[config.mk]
export PLATFORM = sky130hd
export DESIGN_NAME = tank_shell
export DESIGN_NICKNAME = d
export VERILOG_FILES = /design/src/rtl/tank_pkg.sv /design/src/rtl/key_edge_detect.sv /design/src/rtl/tank_shell.sv
export SDC_FILE = /design/constraint.sdc
export NUM_CORES = 1
export LEC_CHECK = 0
export CAP_MARGIN = 15
export CORE_UTILIZATION = 57
export DETAILED_ROUTE_END_ITERATION = 10
export GPL_ROUTABILITY_DRIVEN = 0
export HOLD_SLACK_MARGIN = 0.02
export PLACE_DENSITY_LB_ADDON = 0.08
export SLEW_MARGIN = 15
export SYNTH_ARGS = -nofsm -noshare
export SYNTH_HDL_FRONTEND = slang
export SYNTH_HIERARCHICAL = 1
export SYNTH_SLANG_ARGS = --single-unit
export TNS_END_PERCENT = 30
[constraint.sdc]
create_clock -name Clk -period 8.2 [get_ports Clk]
set_input_delay 0.82 -clock Clk [delete_from_list [all_inputs] [get_ports Clk]]
set_output_delay 0.82 -clock Clk [all_outputs]
set_load 0.03 [all_outputs]
[src/rtl/tank_pkg.sv]
// Shared types and constants for the tank game datapath.
package tank_pkg;

  typedef enum logic [1:0] {UP, RIGHT, DOWN, LEFT} dir_t;

  typedef enum logic [1:0] {IDLE, FLIGHT, COOLDOWN} shell_state_t;

  localparam int unsigned SCREEN_W  = 640;
  localparam int unsigned SCREEN_H  = 480;
  localparam logic [7:0]  KEY_SPACE = 8'h2C;

  // True when a signed offset lies within +/-half.
  function automatic logic within_half(input logic signed [11:0] d,
                                       input logic signed [11:0] half);
    return (d >= -half) && (d <= half);
  endfunction

endpackage

[src/rtl/key_edge_detect.sv]
// Registers a keycode and flags the first cycle a given key appears.
module key_edge_detect
  import tank_pkg::*;
#(
  parameter logic [7:0] KEY = KEY_SPACE
) (
  input  logic       Clk,
  input  logic       Reset,
  input  logic [7:0] keycode,
  output logic       fire_edge
);

  logic [7:0] key_q;

  always_ff @(posedge Clk or posedge Reset) begin
    if (Reset) key_q <= '0;
    else       key_q <= keycode;
  end

  assign fire_edge = (keycode == KEY) && (key_q != KEY);

endmodule

[src/rtl/tank_shell.sv]
// Per-player shell: fire on key press, move per frame, hit test, cooldown.
// Define TANK_SHELL_HITCOUNT_EN to build the saturating HitCount register.
module tank_shell
  import tank_pkg::*;
#(
  parameter logic [7:0]  FIRE_KEY        = KEY_SPACE,
  parameter int unsigned SHELL_STEP      = 4,
  parameter int unsigned TANK_HALF       = 8,
  parameter int unsigned COOLDOWN_FRAMES = 30
) (
  input  logic       Clk,
  input  logic       Reset,
  input  logic       frame_tick,
  input  logic [7:0] keycode,
  input  logic [9:0] TankX,
  input  logic [9:0] TankY,
  input  logic [1:0] Facing,
  input  logic [9:0] TargetX,
  input  logic [9:0] TargetY,
  output logic [9:0] ShellX,
  output logic [9:0] ShellY,
  output logic       ShellActive,
  output logic       Hit,
  output logic [3:0] HitCount
);

  localparam int unsigned CW = $clog2(COOLDOWN_FRAMES + 1);
  localparam logic signed [10:0] STEP  = 11'(SHELL_STEP);
  localparam logic signed [10:0] X_MAX = 11'(SCREEN_W - 1);
  localparam logic signed [10:0] Y_MAX = 11'(SCREEN_H - 1);
  localparam logic signed [11:0] HALF  = 12'(TANK_HALF);

  logic fire_edge;

  key_edge_detect #(.KEY(FIRE_KEY)) u_fire_key (
    .Clk       (Clk),
    .Reset     (Reset),
    .keycode   (keycode),
    .fire_edge (fire_edge)
  );

  shell_state_t   state_q, state_d;
  dir_t           dir_q, dir_d;
  logic [9:0]     shell_x_q, shell_x_d, shell_y_q, shell_y_d;
  logic [CW-1:0]  cnt_q, cnt_d;
  logic           hit_q, hit_d;

  logic signed [10:0] cand_x, cand_y;
  logic signed [11:0] dx, dy;
  logic               oob, on_target;

  always_comb begin
    cand_x = $signed({1'b0, shell_x_q});
    cand_y = $signed({1'b0, shell_y_q});
    unique case (dir_q)
      UP:      cand_y = cand_y - STEP;
      RIGHT:   cand_x = cand_x + STEP;
      DOWN:    cand_y = cand_y + STEP;
      default: cand_x = cand_x - STEP;
    endcase
    oob = (cand_x < 0) || (cand_x > X_MAX) || (cand_y < 0) || (cand_y > Y_MAX);
    dx  = {cand_x[10], cand_x} - $signed({2'b00, TargetX});
    dy  = {cand_y[10], cand_y} - $signed({2'b00, TargetY});
    on_target = within_half(dx, HALF) && within_half(dy, HALF);
  end

  always_comb begin
    state_d   = state_q;
    dir_d     = dir_q;
    shell_x_d = shell_x_q;
    shell_y_d = shell_y_q;
    cnt_d     = cnt_q;
    hit_d     = 1'b0;
    unique case (state_q)
      IDLE: begin
        if (fire_edge) begin
          state_d   = FLIGHT;
          shell_x_d = TankX;
          shell_y_d = TankY;
          dir_d     = dir_t'(Facing);
        end
      end
      FLIGHT: begin
        // Bounds take priority: an off-screen candidate never moves or hits.
        if (frame_tick) begin
          if (oob) begin
            state_d = COOLDOWN;
            cnt_d   = CW'(COOLDOWN_FRAMES);
          end else begin
            shell_x_d = cand_x[9:0];
            shell_y_d = cand_y[9:0];
            if (on_target) begin
              hit_d   = 1'b1;
              state_d = COOLDOWN;
              cnt_d   = CW'(COOLDOWN_FRAMES);
            end
          end
        end
      end
      COOLDOWN: begin
        if (frame_tick) begin
          cnt_d = cnt_q - 1'b1;
          if (cnt_q == CW'(1)) state_d = IDLE;
        end
      end
      default: state_d = IDLE;
    endcase
  end

  always_ff @(posedge Clk or posedge Reset) begin
    if (Reset) begin
      state_q   <= IDLE;
      dir_q     <= UP;
      shell_x_q <= '0;
      shell_y_q <= '0;
      cnt_q     <= '0;
      hit_q     <= 1'b0;
    end else begin
      state_q   <= state_d;
      dir_q     <= dir_d;
      shell_x_q <= shell_x_d;
      shell_y_q <= shell_y_d;
      cnt_q     <= cnt_d;
      hit_q     <= hit_d;
    end
  end

  assign ShellX      = shell_x_q;
  assign ShellY      = shell_y_q;
  assign ShellActive = (state_q == FLIGHT);
  assign Hit         = hit_q;

`ifdef TANK_SHELL_HITCOUNT_EN
  logic [3:0] hit_count_q, hit_count_d;

  always_comb begin
    hit_count_d = hit_count_q;
    if (hit_d && (hit_count_q != 4'hF)) hit_count_d = hit_count_q + 4'd1;
  end

  always_ff @(posedge Clk or posedge Reset) begin
    if (Reset) hit_count_q <= '0;
    else       hit_count_q <= hit_count_d;
  end

  assign HitCount = hit_count_q;
`else
  assign HitCount = 4'd0;
`endif

endmodule

==> metrics, run 1 <==
power density cells=approximately 400 nW/µm²; number of nets in the layout=between 600 and 700; Post-route DRC=0; antenna violations before repair=0; total CTS buffers=5; Core Util, Final=71.9%; CP most frequent cell=a21oi_1; first-pass GRT wire length=roughly 16000 µm; critical path arrival=6.09 ns; syn_area_per_cell=between 8 and 9 µm²; Clk Latency, worst-skew pair=0.29 ns; Detail Route Antenna Nets=0; mapped cell area=3980 µm²; Yosys cell types=slightly above 70; DR pass1 iterations=4; Via Count=3725; critical path's slowest cell=dfrtp_1; synthesized flop and latch total=38; Fmax=~170 MHz; vias per cell=5.99; CTS tree=built; GRT Total Usage=between 20% and 30%; sequential share of the synthesized area=23.9%; Max Buffers Root-to-Sink=2; CP top delay family=simple AND/OR/NAND/NOR gates; ratio of final minimum period to clock period=about 70%; Top FF cell, synth=dfrtp_1; antenna cell count=0; port bufs=74; Multi-input gate area=2780 µm²; Worst Hold Margin=0.549 ns; Clk pin slew, worst setup/hold paths=about 0.080 ns; Async S/R FF share, synth=100%; share of cells above drive strength 1=8.86%; Gate Count Post-Synth=about 470; leading cell type in the layout, fill and taps excluded=clkdlybuf4s50_1; Post-CTS Setup Bufs=0; Final Hold Viols=0; Die Span X=about 86 µm; Fillers=about 540; core area=between 6000 and 7000 µm²; largest net degree at the start of global routing=36; H-tree depth=2; Setup Slack @ Placement=~2.3 ns; final-report max-slew violation count=0; Fin Setup TNS=0 ns; post_cts resized=0; sequence of cells on the critical path=nand2b_1, ha_1, a211oi_1, o21bai_1, a21oi_1, xnor2_1, nand2_1, nand2_1, ha_1, a21oi_1, o21ai_0, a211o_1, or4_1, or4_1, nand2_2, nand4_4, a21oi_1, mux2_2; clk root buf=clkbuf_8; Crit Path Class=flip-flop to flip-flop; most frequent cells in the layout=clkdlybuf4s50_1, inv_1, ha_1; Tightest Pin Transition=~1.0 ns; DP Wirelength=roughly 7500 µm; Worst EP required=8.38 ns; Die ar.=around 7300 µm²; Ys Warns=6; CTS Sinks=38; crit end category=flip-flop; Worst setup SP type=flip-flop; RSZ-0062 raised after global routing=false; total gr overflow=0; CP peak stage delay=around 1.0 ns; status=complete, no violations; Tmin final=roughly 5.9 ns; Initial DRC Count=226; normalized max-slew margin=between 30% and 40%; Final setup viols=0; final WL=a little under 10000 µm; WL/cell=about 15 µm; vias in the first global route=between 3000 and 4000; number of synthesized flops with an enable pin=0; CTS Hold Bufs=0; Initial Util=between 50% and 60%; leakage power=2.10 nW; register area=951 µm²; I/O Pins=79; worst-path fanout max=35; skew final=just over 0.007 ns; die height=between 80 and 90 µm; maximum vdd drop=roughly 260 µV; Pwr Total=1.95 mW; hold crit path type=flip-flop to flip-flop; area delta synth->final=22.1%; worst setup margin=~2.3 ns; Rows=30; CP Buf/Inv Count=0; # Max-Cap Violations=0
[cell type report]
| class | instances | area share [%] |
|---|---|---|
| Sequential cell | 38 | 19.6 |
| Tap cell | 80 | 2.06 |
| Clock buffer | 5 | 1.42 |
| Multi-Input combinational cell | 371 | 57.3 |
| Inverter | 49 | 3.78 |
| Clock inverter | 2 | 0.206 |
| Timing Repair Buffer | 77 | 15.7 |
[cell families after synthesis]
| group | share of synthesized area, % |
|---|---|
| buffers and inverters | 6.44 |
| other | 0.0942 |
| AOI/OAI and AO/OA | 18.8 |
| muxes | 11.5 |
| adders and majority gates | 15.5 |
| and+or+nand+nor | 18.5 |
| xor gates and xnor gates | 5.28 |
| DFF | 23.9 |
[cell usage after synthesis, types with 11 or more instances]
cell type  count  share of area (%)
dfrtp_1       38                 24
xor2_1        12                2.6
o21ai_0       22                2.8
mux2i_1       22                5.5
inv_1         49                4.6
xnor2_1       12                2.6
a21oi_1       27                3.4
nand2b_1      11                1.7
nor3_1        12                1.5
mux2_2        21                5.9
nand2_1       36                3.4
nand3_1       11                1.4
ha_1          43                 14
nor2_1        37                3.5
[worst reg2reg max path: stages (launching register included)]
cell,delay (ns)
dfrtp_1,1.04
nand2b_1,0.49
ha_1,0.45
a211oi_1,0.31
o21bai_1,0.12
a21oi_1,0.18
xnor2_1,0.13
nand2_1,0.09
nand2_1,0.13
ha_1,0.29
a21oi_1,0.28
o21ai_0,0.12
a211o_1,0.25
or4_1,0.50
or4_1,0.50
nand2_2,0.12
nand4_4,0.16
a21oi_1,0.27
mux2_2,0.36
[registers in the layout, summed over array words and instances (netlist names)]
signal / cells
Hit: 1
ShellX: 10
cnt_q: 5
dir_q: 2
ShellY: 10
state_q: 2
u_fire_key/key_q: 8
[path summary, 6_finish.rpt]
kind / from / to / slack, ns / depth (start not counted)
worst max-delay path: dir_q[0]$_DFFE_PP0P_ / cnt_q[1]$_DFFE_PP0P_ / 2.29 / 18
max in group asynchronous: Reset / ShellX[6]$_DFFE_PP0P_ / 6.95 / 3
worst min register to register: cnt_q[1]$_DFFE_PP0P_ / cnt_q[1]$_DFFE_PP0P_ / 0.55 / 1
min in group asynchronous: Reset / u_fire_key/key_q[2]$_DFF_PP0_ / 0.81 / 2
worst min-delay path: cnt_q[1]$_DFFE_PP0P_ / cnt_q[1]$_DFFE_PP0P_ / 0.55 / 1
worst max register to register: dir_q[0]$_DFFE_PP0P_ / cnt_q[1]$_DFFE_PP0P_ / 2.29 / 18
[routing by layer]
layer	routed length, µm	global-route usage, %
met1	4180	32.8
met2	4730	49.8
met3	484	3.75
met4	228	12.1
met5	0	0
[metrics by stage]
step | instance area (µm²) | cells
detailed placement | 4780 | 615
CTS | 4860 | 622
floorplan | 3990 | 471
finish | 4860 | 622
global placement | 4780 | 615
global route | 4860 | 622
[power breakdown]
group	internal [mW]	switching, mW	total, mW
combinational	0.643	0.869	1.51
clock	0.0572	0.0700	0.127
sequential	0.244	0.0726	0.316
Note: power is estimated with default switching activity, not from simulation.
==> inputs of run 2 (changes only) <==
- CORE_UTILIZATION: 57 -> 48
- clock period: 8.2 -> 5.2 ns (I/O delays scaled with it)
==> run 2 against run 1 <==
- first-iteration DRC count decreased by 46%
- critical path depth increased by 1
- non-clock buffer count increased by 5
- via count decreased by 4.3%
- power increased by 61%
- sequential power increased by 54%
- sequential share of layout area decreased by 0.47 points
- fmax increased by 21%
- core utilization decreased by 8.8 points
- largest cell class unchanged
- largest power group unchanged
==> metrics, run 2 (synthesized netlist as in run 1, its figures left out) <==
DP Wirelength=7430 µm (-1.4%); Rows=32 (+6.7%); Fillers=670 (+24%); power density cells=632 nW/µm² (+57%); ratio of final minimum period to clock period=94.3% (+22 points); core area=7890 µm² (+17%); CTS tree=built; DR pass1 iterations=4 (unchanged); vias in the first global route=3498 (-5.0%); Crit Path Class=flip-flop to flip-flop; antenna violations before repair=0 (unchanged); share of cells above drive strength 1=10.6% (+1.7 points); Max Buffers Root-to-Sink=2 (unchanged); Final Hold Viols=0 (unchanged); final std cells w/o fill=650 (+4.5%); antenna cell count=0 (unchanged); worst r2r path cells=19 (+1); Initial DRC Count=121 (-46%); post-route cell area=4980 µm² (+2.4%); area delta synth->final=25.1%; worst-path fanout max=8 (-77%); GRT Total Usage=22.6% (-5.1 points); Setup Slack @ Placement=0.158 ns (-2.16 ns); Tightest Pin Transition=0.629 ns (-0.420 ns); setup slack, reg-to-reg=0.30 ns (-1.99 ns); largest net degree at the start of global routing=31 (-14%); DP Area=4850 µm² (+1.4%); leakage power=2.14 nW (+1.5%); I/O Pins=79 (unchanged); Fin Setup TNS=0 ns (unchanged); skew final=0.0127 ns (+0.00555 ns); # Max-Cap Violations=0 (unchanged); total gr overflow=0 (unchanged); Die ar.=8660 µm² (+18%); final WL=9550 µm (-0.74%); hold crit path type=primary input to asynchronous set/reset pin; Fmax=204 MHz (+21%); final-report max-slew violation count=0 (unchanged); worst r2r src=dir_q[1]$_DFFE_PP0P_; leading cell type in the layout, fill and taps excluded=clkdlybuf4s50_1; Worst setup SP type=flip-flop; total CTS buffers=5 (unchanged); port bufs=74 (unchanged); CTS Hold Bufs=0 (unchanged); critical path arrival=5.08 ns (-1.01 ns); Via Count=3566 (-4.3%); Worst Hold Margin=0.501 ns (-0.0480 ns); die height=93.1 µm (+8.8%); CTS Sinks=38 (unchanged); worst setup margin=0.299 ns (-1.99 ns); maximum vdd drop=331 µV (+25%); RSZ-0062 raised after global routing=false; status=complete, no violations; clk root buf=clkbuf_8; Initial Util=50.5% (-8.4 points); WL/cell=14.7 µm (-5.0%); crit end category=flip-flop; dpl cells=642 (+4.4%); first-pass GRT wire length=15600 µm (-3.7%); H-tree depth=2 (unchanged); normalized max-slew margin=57.0% (+27 points); r2r endpoint=cnt_q[1]$_DFFE_PP0P_; Detail Route Antenna Nets=0 (unchanged); vias per cell=5.49 (-8.4%); Clk Latency, worst-skew pair=0.30 ns (about the same); Clk pin slew, worst setup/hold paths=0.09 ns (about the same); Tmin final=4.90 ns (-1.01 ns); number of nets in the layout=647 (+0.78%); Final setup viols=0 (unchanged); Worst EP required=5.38 ns (-3.00 ns); Post-route DRC=0 (unchanged); Die Span X=93.1 µm (+8.8%); most frequent cells in the layout=clkdlybuf4s50_1, inv_1, ha_1
[run 2: cell types whose count changed in the layout (fill, tap and decap cells not counted), sizes merged]
cell,delta
clkinv,-2
clkinvlp,+2
buf,+5
bufinv,+1
[run 2: metal layers]
metal | part of all wire [%] | wire [µm] | global-route usage [%] | vias up
met5 | 0 | 0 | 0 | -
li1 | - | - | - | 1826
met4 | 0.66 | 63 | 5.00 | 0
met1 | 46 | 4430 | 29.1 | 1656
met2 | 50 | 4730 | 40.3 | 80
met3 | 3.5 | 330 | 2.52 | 4
[run 2: area by class of cell]
type	count	area, µm²	share of cell area, %
well taps	102	128	2.56
inverters	49	184	3.69
clock buffers	5	68.8	1.38
clock inverters	3	45.0	0.905
repair buffers	82	801	16.1
flip-flops and latches	38	951	19.1
multi-input cells	371	2800	56.3
[run 2: power breakdown]
part | internal [mW] | switching [mW] | total (mW) | leakage, nW
logic | 1.03 | 1.36 | 2.39 | 1.63
clock network | 0.143 | 0.128 | 0.272 | 0.0504
registers | 0.384 | 0.103 | 0.487 | 0.453
total | 1.55 | 1.59 | 3.14 | 2.14
[run 2: worst max path at each step]
stage | startpoint | end | slack, ns | cells after the start
after floorplan | dir_q[0]$_DFFE_PP0P_ | cnt_q[1]$_DFFE_PP0P_ | 0.47 | 21
after global placement | dir_q[1]$_DFFE_PP0P_ | cnt_q[1]$_DFFE_PP0P_ | 0.29 | 19
after detailed placement | dir_q[1]$_DFFE_PP0P_ | cnt_q[1]$_DFFE_PP0P_ | 0.16 | 19
after CTS | dir_q[1]$_DFFE_PP0P_ | cnt_q[1]$_DFFE_PP0P_ | 0.12 | 19
after global routing | dir_q[0]$_DFFE_PP0P_ | cnt_q[1]$_DFFE_PP0P_ | 0.03 | 17
final | dir_q[1]$_DFFE_PP0P_ | cnt_q[1]$_DFFE_PP0P_ | 0.30 | 19
[run 2: what timing repair did]
action,4_1_cts,5_1_grt
gates resized for setup,0,6
endpoints found under the setup margin,0,7
setup buffers,0,0
[run 2: metrics by stage]
step | power [mW] | util (%)
floorplan | 2.28 | -
global placement | 2.79 | 61.5
finish | 3.14 | 63.1
global route | 3.43 | 63.1
detailed placement | 2.84 | 61.5
CTS | 3.12 | 62.9
[run 2: critical path, cell delays in order, from the launching register on]
cell	delay [ns]
dfrtp_1	0.42
nand2b_4	0.21
inv_1	0.07
fa_1	0.38
nand2b_1	0.19
a21oi_1	0.22
a211oi_1	0.09
xnor2_1	0.13
mux2i_1	0.23
inv_1	0.08
ha_2	0.40
nor2_1	0.07
o21a_1	0.10
a211o_1	0.27
or4_1	0.49
or4_1	0.50
nand2_2	0.12
nand4_4	0.16
a21oi_1	0.28
mux2_2	0.37
